--- src/rtl/oled_spi_sink.sv ---
// Serial sink for an SSD1351-style OLED controller: deserialises the 4-wire SPI stream
// and decodes column/row window commands and RAM writes into a pixel write port.
module oled_spi_sink #(
    parameter int COLS = 128,
    parameter int ROWS = 128
) (
    input  logic        CLK,
    input  logic        RSTb,
    input  logic        OLED_RESb,
    input  logic        OLED_CSb,
    input  logic        OLED_SDCLK,
    input  logic        OLED_SDOUT,
    input  logic        OLED_DCb,
    output logic        pix_we,
    output logic [13:0] pix_addr,
    output logic [15:0] pix_data,
    output logic        cmd_strobe,
    output logic [7:0]  cmd_byte,
    output logic        display_on,
    output logic        abort
);

    // state    | meaning
    // IDLE     | waiting for a command, data bytes ignored
    // PARAM    | collecting the two window parameters of 0x15 / 0x75
    // RAM_HI   | next data byte is pixel[15:8]
    // RAM_LO   | next data byte is pixel[7:0], completes a write
    localparam logic [1:0] ST_IDLE   = 2'd0;
    localparam logic [1:0] ST_PARAM  = 2'd1;
    localparam logic [1:0] ST_RAM_HI = 2'd2;
    localparam logic [1:0] ST_RAM_LO = 2'd3;

    localparam logic [6:0] COL_MASK = 7'(COLS - 1);
    localparam logic [6:0] ROW_MASK = 7'(ROWS - 1);

    logic       s_csb;
    logic       s_sdclk;
    logic       s_sdout;
    logic       s_dcb;
    logic       s_resb;
    logic       prev_sdclk;

    logic       soft_rst;
    logic       bit_rise;

    logic [2:0] bit_cnt;
    logic [7:0] shift;
    logic       byte_vld;
    logic       byte_dc;
    logic [7:0] rx_byte;

    logic [1:0] state;
    logic       param_row;
    logic       param_idx;
    logic [7:0] hi_byte;
    logic [6:0] col_start;
    logic [6:0] col_end;
    logic [6:0] row_start;
    logic [6:0] row_end;
    logic [6:0] col;
    logic [6:0] row;

    logic [6:0] col_param;
    logic [6:0] row_param;

    always_ff @(posedge CLK) begin
        if (!RSTb) begin
            s_csb      <= 1'b1;
            s_sdclk    <= 1'b1;
            s_sdout    <= 1'b0;
            s_dcb      <= 1'b0;
            s_resb     <= 1'b0;
            prev_sdclk <= 1'b1;
        end else begin
            s_csb      <= OLED_CSb;
            s_sdclk    <= OLED_SDCLK;
            s_sdout    <= OLED_SDOUT;
            s_dcb      <= OLED_DCb;
            s_resb     <= OLED_RESb;
            prev_sdclk <= s_sdclk;
        end
    end

    assign soft_rst = !RSTb || !s_resb;
    assign bit_rise = s_sdclk && !prev_sdclk && !s_csb;

    // Completed bytes are handed to the decoder one cycle later via rx_byte/byte_vld.
    always_ff @(posedge CLK) begin
        if (soft_rst) begin
            bit_cnt  <= 3'd0;
            shift    <= 8'h00;
            byte_vld <= 1'b0;
            byte_dc  <= 1'b0;
            rx_byte  <= 8'h00;
            abort    <= 1'b0;
        end else begin
            byte_vld <= 1'b0;
            abort    <= 1'b0;
            if (s_csb) begin
                if (bit_cnt != 3'd0) begin
                    bit_cnt <= 3'd0;
                    shift   <= 8'h00;
                    abort   <= 1'b1;
                end
            end else if (bit_rise) begin
                shift   <= {shift[6:0], s_sdout};
                bit_cnt <= bit_cnt + 3'd1;
                if (bit_cnt == 3'd7) begin
                    byte_vld <= 1'b1;
                    byte_dc  <= s_dcb;
                    rx_byte  <= {shift[6:0], s_sdout};
                end
            end
        end
    end

    assign col_param = rx_byte[6:0] & COL_MASK;
    assign row_param = rx_byte[6:0] & ROW_MASK;

    always_ff @(posedge CLK) begin
        if (soft_rst) begin
            state      <= ST_IDLE;
            param_row  <= 1'b0;
            param_idx  <= 1'b0;
            hi_byte    <= 8'h00;
            col_start  <= 7'd0;
            col_end    <= COL_MASK;
            row_start  <= 7'd0;
            row_end    <= ROW_MASK;
            col        <= 7'd0;
            row        <= 7'd0;
            display_on <= 1'b0;
            cmd_byte   <= 8'h00;
            cmd_strobe <= 1'b0;
            pix_we     <= 1'b0;
            pix_addr   <= 14'd0;
            pix_data   <= 16'h0000;
        end else begin
            cmd_strobe <= 1'b0;
            pix_we     <= 1'b0;
            if (byte_vld) begin
                if (!byte_dc) begin
                    cmd_strobe <= 1'b1;
                    cmd_byte   <= rx_byte;
                    param_idx  <= 1'b0;
                    case (rx_byte)
                        8'h15: begin
                            state     <= ST_PARAM;
                            param_row <= 1'b0;
                        end
                        8'h75: begin
                            state     <= ST_PARAM;
                            param_row <= 1'b1;
                        end
                        8'h5C: state <= ST_RAM_HI;
                        8'hAF: begin
                            display_on <= 1'b1;
                            state      <= ST_IDLE;
                        end
                        8'hAE: begin
                            display_on <= 1'b0;
                            state      <= ST_IDLE;
                        end
                        default: state <= ST_IDLE;
                    endcase
                end else begin
                    case (state)
                        ST_PARAM: begin
                            if (!param_idx) begin
                                param_idx <= 1'b1;
                                if (param_row) row_start <= row_param;
                                else           col_start <= col_param;
                            end else begin
                                param_idx <= 1'b0;
                                state     <= ST_IDLE;
                                if (param_row) begin
                                    row_end <= row_param;
                                    row     <= row_start;
                                end else begin
                                    col_end <= col_param;
                                    col     <= col_start;
                                end
                            end
                        end
                        ST_RAM_HI: begin
                            hi_byte <= rx_byte;
                            state   <= ST_RAM_LO;
                        end
                        ST_RAM_LO: begin
                            pix_we   <= 1'b1;
                            pix_addr <= {row, col};
                            pix_data <= {hi_byte, rx_byte};
                            state    <= ST_RAM_HI;
                            // Window walk; start>end simply wraps through 0.
                            if (col == col_end) begin
                                col <= col_start;
                                if (row == row_end) row <= row_start;
                                else                row <= (row + 7'd1) & ROW_MASK;
                            end else begin
                                col <= (col + 7'd1) & COL_MASK;
                            end
                        end
                        default: ;
                    endcase
                end
            end
        end
    end

endmodule

--- config.mk ---
export PLATFORM = sky130hd
export DESIGN_NAME = oled_spi_sink
export DESIGN_NICKNAME = d
export VERILOG_FILES = /design/src/rtl/oled_spi_sink.sv
export SDC_FILE = /design/constraint.sdc
export NUM_CORES = 1
export LEC_CHECK = 0
export CAP_MARGIN = 20
export CORE_MARGIN = 5
export CORE_UTILIZATION = 37
export CTS_CLUSTER_DIAMETER = 60
export DETAILED_ROUTE_END_ITERATION = 16
export PLACE_DENSITY_LB_ADDON = 0.2
export REMOVE_ABC_BUFFERS = 1
export SYNTH_ARGS = -nofsm -noshare
export SYNTH_HDL_FRONTEND = slang
export SYNTH_SLANG_ARGS = --single-unit
--- constraint.sdc ---
create_clock -name CLK -period 3.6 [get_ports CLK]
set_input_delay 0.72 -clock CLK [delete_from_list [all_inputs] [get_ports CLK]]
set_output_delay 0.72 -clock CLK [all_outputs]
set_load 0.01 [all_outputs]
==> results of run 1 <==
through the flow:
step / power [µW] / setup slack (ns)
after floorplan: 1400 / 1.10
after global placement: 1420 / 1.22
after detailed placement: 1420 / 1.14
after CTS: 3100 / 1.46
after global routing: 3170 / 1.31
final: 3070 / 1.46
power breakdown:
| part | internal (µW) | switching, µW |
|---|---|---|
| Combinational | 10.9 | 19.4 |
| Clock | 1100 | 577 |
| Sequential | 1360 | 1.94 |
cell families after synthesis:
kind of cell	after synthesis
buffers and inverters	48
multiplexers	37
flip-flops	122
XOR/XNOR	15
adder cells (fa/ha/maj)	5
AND/OR/NAND/NOR	245
AO/OA/AOI/OAI	107
synth_stat cells (all sizes together), types with 5 or more instances:
| cell type | instances | area (µm²) |
|---|---|---|
| nand2 | 147 | 552 |
| dfxtp | 122 | 2440 |
| o21ai | 8 | 40.0 |
| nand3 | 13 | 65.1 |
| buf | 10 | 56.3 |
| o22ai | 5 | 31.3 |
| ha | 5 | 62.6 |
| a22oi | 11 | 82.6 |
| and2 | 8 | 50.1 |
| mux2i | 37 | 370 |
| nand2b | 6 | 37.5 |
| nor2 | 38 | 143 |
| xor2 | 8 | 70.1 |
| a21oi | 62 | 310 |
| nor3 | 5 | 30.0 |
| a31oi | 7 | 43.8 |
| a211oi | 8 | 60.1 |
| or2 | 5 | 31.3 |
| inv | 7 | 26.3 |
| clkbuf | 31 | 118 |
| xnor2 | 7 | 61.3 |
critical path, cell delays in order, from the launching register on:
cell	delay, ns
dfxtp_1	0.46
xor2_1	0.14
nor4_4	0.30
a41oi_4	0.36
or4b_1	0.62
a31oi_1	0.17
worst min-delay path by stage:
stage | slack (ns) | cells after the start | end
floorplan | 0.40 | 1 | prev_sdclk
global placement | 0.42 | 1 | prev_sdclk
detailed placement | 0.43 | 1 | prev_sdclk
CTS | 0.45 | 1 | prev_sdclk
global route | 0.47 | 2 | pix_data[12]
finish | 0.45 | 2 | pix_addr[11]
metal layers:
layer	global-route usage [%]	part of all wire (%)
met5	0	0
met4	6.31	1.1
met3	4.43	4.5
met2	25.9	48
met1	19.1	47
flip-flops by register name, summed over array words and instances (netlist names), 8 cells and up:
signal / count
hi_byte: 8
pix_data: 16
pix_addr: 14
cmd_byte: 8
rx_byte: 8
layout make-up:
class | count | area share [%]
Sequential cell | 122 | 39.7
Multi-Input combinational cell | 409 | 37.4
Timing Repair Buffer | 57 | 9.24
Clock buffer | 25 | 8.22
Tap cell | 176 | 3.58
Clock inverter | 7 | 1.43
Inverter | 7 | 0.428
==> flow_summary_export.csv, run 1 <==
group,metric,value,unit
cts,numCtsBuffers,17,
placed_design,placed_cell_area,0.00553,mm²
yosys,synthesis.area,0.00494,mm²
floorplanning,die_x,126,µm
cells_and_area,fillers,1280,
sta,final-hold-violation-count,0,
cells_and_area,multi_input_area,0.00230,mm²
yosys,synthFlopType,"dfxtp_1",
sta,hold_slack,0.450,ns
cts,cts_root_buffer,"clkbuf_16",
power,power.leakage,0.00197,µW
setup_path,endpoint,"row[0]",
cts,clock_latency,0.41,ns
route,dr_total_vias,3997,
cells_and_area,n_antenna_cell,0,
power,vdd_drop_max,0.000308,V
cts,post_cts_resized,0,
cts,post_cts_buffers,0,
yosys,synthAdderAreaFrac,1.27,%
cts,ctsHoldBuffers,0,
route,first_iter_violations,251,
floorplanning,core,0.0131,mm²
setup_path,reg2reg_setup_slack,1.46,ns
sta,tns,0,ns
cells_and_area,final_common_cell,"nand2_1",
yosys,synth_compound_area_share,13.0,%
yosys,synth_top_family_by_area,"simple AND/OR/NAND/NOR gates",
sta,fin_skew,0.00849,ns
yosys,avgSynthCellArea,8.53,µm²
setup_path,crit_start,"col[4]",
yosys,synth_edf_count,0,
cts,htree_levels,4,
cells_and_area,regArea,0.00244,mm²
cells_and_area,mostFrequentLayoutCells,"nand2_1, dfxtp_1, a21oi_1, clkdlybuf4s50_1, nor2_1",
cts,cts_num_sinks,122,
global_route,grt_pass1_wl,19700,µm
sta,fmax,468,MHz
setup_path,critical_path_class,"reg -> reg",
route,ant_nets,0,
sta,drv_slew,0,
route,via_per_inst,4.98,
cells_and_area,area_delta_synth_final,24.5,%
cts,cts.reportedPaths.clkPinSlew,0.05,ns
hold_path,hold_start,"pix_addr[11]",
yosys,synth_xor_area_share,2.66,%
placed_design,dp_cells,770,
cells_and_area,drive_gt1_share,7.50,%
route,route.detailed.drc,0,
yosys,muxShareOfSynthArea,7.50,%
hold_path,min_path_type,"reg -> reg",
placed_design,finalWeightedCongestion,0.781,
setup_path,cp-start-kind,"flop",
setup_path,worstRegToRegCells,5,
global_route,grt_overflow_total,0,
global_route,antenna_found_initial,0,
setup_path,worstPathArrival,2.48,ns
sta,period_minus_slack,2.14,ns
setup_path,r2r_start,"col[4]",
yosys,synth_seq_cells,122,
cts,cts_tree,"built",
cells_and_area,fin_util,46.8,%
floorplanning,die_h,126,µm
cells_and_area,nNetsFinal,626,
placed_design,dp_hpwl,7570,µm
power,powerDensity,499,mW/mm²
run_status,outcome,"complete, no violations",
floorplanning,num_rows,42,
sta,worst_pin_slew,0.810,ns
setup_path,cp-end-kind,"flop",
yosys,netlist_instances,579,
global_route,grt_max_degree,40,
setup_path,cp_max_fo,19,
cells_and_area,stdcell_area,0.00615,mm²
yosys,yosysSeqAreaShare,49.5,%
route,wl_per_cell,14.5,µm
yosys,ys_warn_count,0,
floorplanning,start_util,37.6,%
sta,finalSetupViolCount,0,
setup_path,r2r-end,"row[0]",
floorplanning,boundaryPins,49,
global_route,grt_pass1_vias,4002,
setup_path,worstPathRequired,3.94,ns
route,drt_first_pass_iters,5,
sta,rsz0062_at_grt,"no",
yosys,ys_async_sr_fraction,0,%
cts,clock_path_buffers,2,
run,drv_cap,0,
global_route,track_usage,15.6,%
sta,relSlewSlack,46.0,%
floorplanning,dieArea,0.0158,mm²
yosys,synth_simple_gate_area_share,22.1,%
placed_design,port_buffers,48,
yosys,synth.distinct_cells,43,
cells_and_area,stdcell_count,803,
route,drt_wl_total,11700,µm
sta,layout_worst_path_cycle_share,59.4,%
Note: power is estimated with default switching activity, not from simulation.
==> run 2, diff against run 1 <==
==> constraint.sdc (replaced) <==
create_clock -name CLK -period 2.2 [get_ports CLK]
set_input_delay 0.44 -clock CLK [delete_from_list [all_inputs] [get_ports CLK]]
set_output_delay 0.44 -clock CLK [all_outputs]
set_load 0.01 [all_outputs]
==> flow_summary_export.csv, run 2 (synthesis gave the netlist of run 1 again) <==
group,metric,value,unit
sta,drv_slew,0,
cells_and_area,drive_gt1_share,9.25,%
setup_path,worstPathRequired,2.53,ns
route,drt_wl_total,11600,µm
cts,ctsHoldBuffers,0,
floorplanning,num_rows,42,
route,ant_nets,0,
route,via_per_inst,5.00,
sta,rsz0062_at_grt,"no",
cts,cts_root_buffer,"clkbuf_16",
route,drt_first_pass_iters,4,
floorplanning,die_x,126,µm
cts,cts_tree,"built",
power,vdd_drop_max,0.000389,V
power,power,5140,µW
setup_path,worstPathArrival,2.24,ns
global_route,grt_max_degree,96,
sta,fmax,522,MHz
hold_path,min_path_type,"reg -> reg",
global_route,grt_pass1_wl,19100,µm
setup_path,cp_max_fo,10,
placed_design,finalWeightedCongestion,0.811,
cts,cts_num_sinks,122,
sta,fin_skew,0.00944,ns
setup_path,critical_path_class,"reg -> reg",
floorplanning,start_util,37.6,%
cells_and_area,area_delta_synth_final,26.6,%
setup_path,cp-end-kind,"flop",
cts,numCtsBuffers,17,
route,dr_total_vias,4067,
sta,relSlewSlack,54.7,%
sta,finalSetupViolCount,0,
power,power.leakage,0.00204,µW
placed_design,placed_cell_area,0.00564,mm²
cells_and_area,nNetsFinal,638,
global_route,antenna_found_initial,0,
run,drv_cap,0,
floorplanning,die_h,126,µm
cells_and_area,largestRegisters,"pix_data: 16 flops, pix_addr: 14 flops",
power,powerDensity,823,mW/mm²
sta,layout_worst_path_cycle_share,87.0,%
floorplanning,core,0.0131,mm²
cts,post_cts_buffers,0,
cells_and_area,n_antenna_cell,0,
cells_and_area,final_common_cell,"nand2_1",
cts,clock_path_buffers,2,
cells_and_area,fillers,1282,
sta,period_minus_slack,1.91,ns
cts,cts.reportedPaths.clkPinSlew,0.05,ns
cts,clock_latency,0.41,ns
sta,worst_slack,0.286,ns
route,route.detailed.drc,0,
cells_and_area,stdcell_area,0.00625,mm²
cts,htree_levels,4,
setup_path,cp-start-kind,"flop",
global_route,grt_overflow_total,0,
sta,worst_pin_slew,0.680,ns
floorplanning,boundaryPins,49,
floorplanning,dieArea,0.0158,mm²
placed_design,dp_hpwl,7660,µm
run_status,outcome,"complete, no violations",
placed_design,port_buffers,48,
cells_and_area,largest_reg_flops,16,
sta,hold_slack,0.433,ns
cells_and_area,fin_util,47.6,%
cells_and_area,mostFrequentLayoutCells,"nand2_1, dfxtp_1, a21oi_1, clkdlybuf4s50_1, nor2_1",
route,first_iter_violations,335,
cells_and_area,top_register,"pix_data",
global_route,grt_pass1_vias,3907,
cts,post_cts_resized,0,
route,wl_per_cell,14.2,µm
sta,final-hold-violation-count,0,
placed_design,post-place-ws,0.279,ns
global_route,track_usage,14.9,%
run 2: path summary, 6_finish.rpt:
check,start,end,slack (ns),cells past startpoint
min reg2reg,s_sdclk,prev_sdclk,0.43,1
max,col[4],col[3],0.29,5
min,s_sdclk,prev_sdclk,0.43,1
max reg2reg,col[4],col[3],0.29,5
run 2: stage by stage:
stage	cells	setup TNS (ns)
finish	814	0
global route	814	0
CTS	814	0
detailed placement	783	0
global placement	783	0
floorplan	538	-0.0229
run 2: where the power goes:
part,internal (µW),switching (µW)
Combinational,20.0,32.2
Sequential,2220,2.95
Clock,1920,952
run 2: layout make-up:
cell class | instances | area [µm²] | area share, %
sequential | 122 | 2440 | 39.1
tap | 176 | 220 | 3.52
clock buffer | 24 | 502 | 8.03
inverter | 7 | 26.3 | 0.420
multi-input combinational | 409 | 2300 | 36.7
timing repair buffer | 69 | 651 | 10.4
clock inverter | 7 | 113 | 1.80
run 2: worst max-delay path, stage by stage, from the launching register on:
cell	delay [ns]
dfxtp_1	0.44
xor2_1	0.27
nor4_4	0.09
a41o_1	0.37
or4_1	0.50
a31oi_1	0.17
run 2: metal layers:
metal | routed length [µm] | global-route usage (%)
met2 | 5560 | 24.3
met1 | 5390 | 18.7
met5 | 0 | 0
met3 | 434 | 4.01
met4 | 187 | 5.74
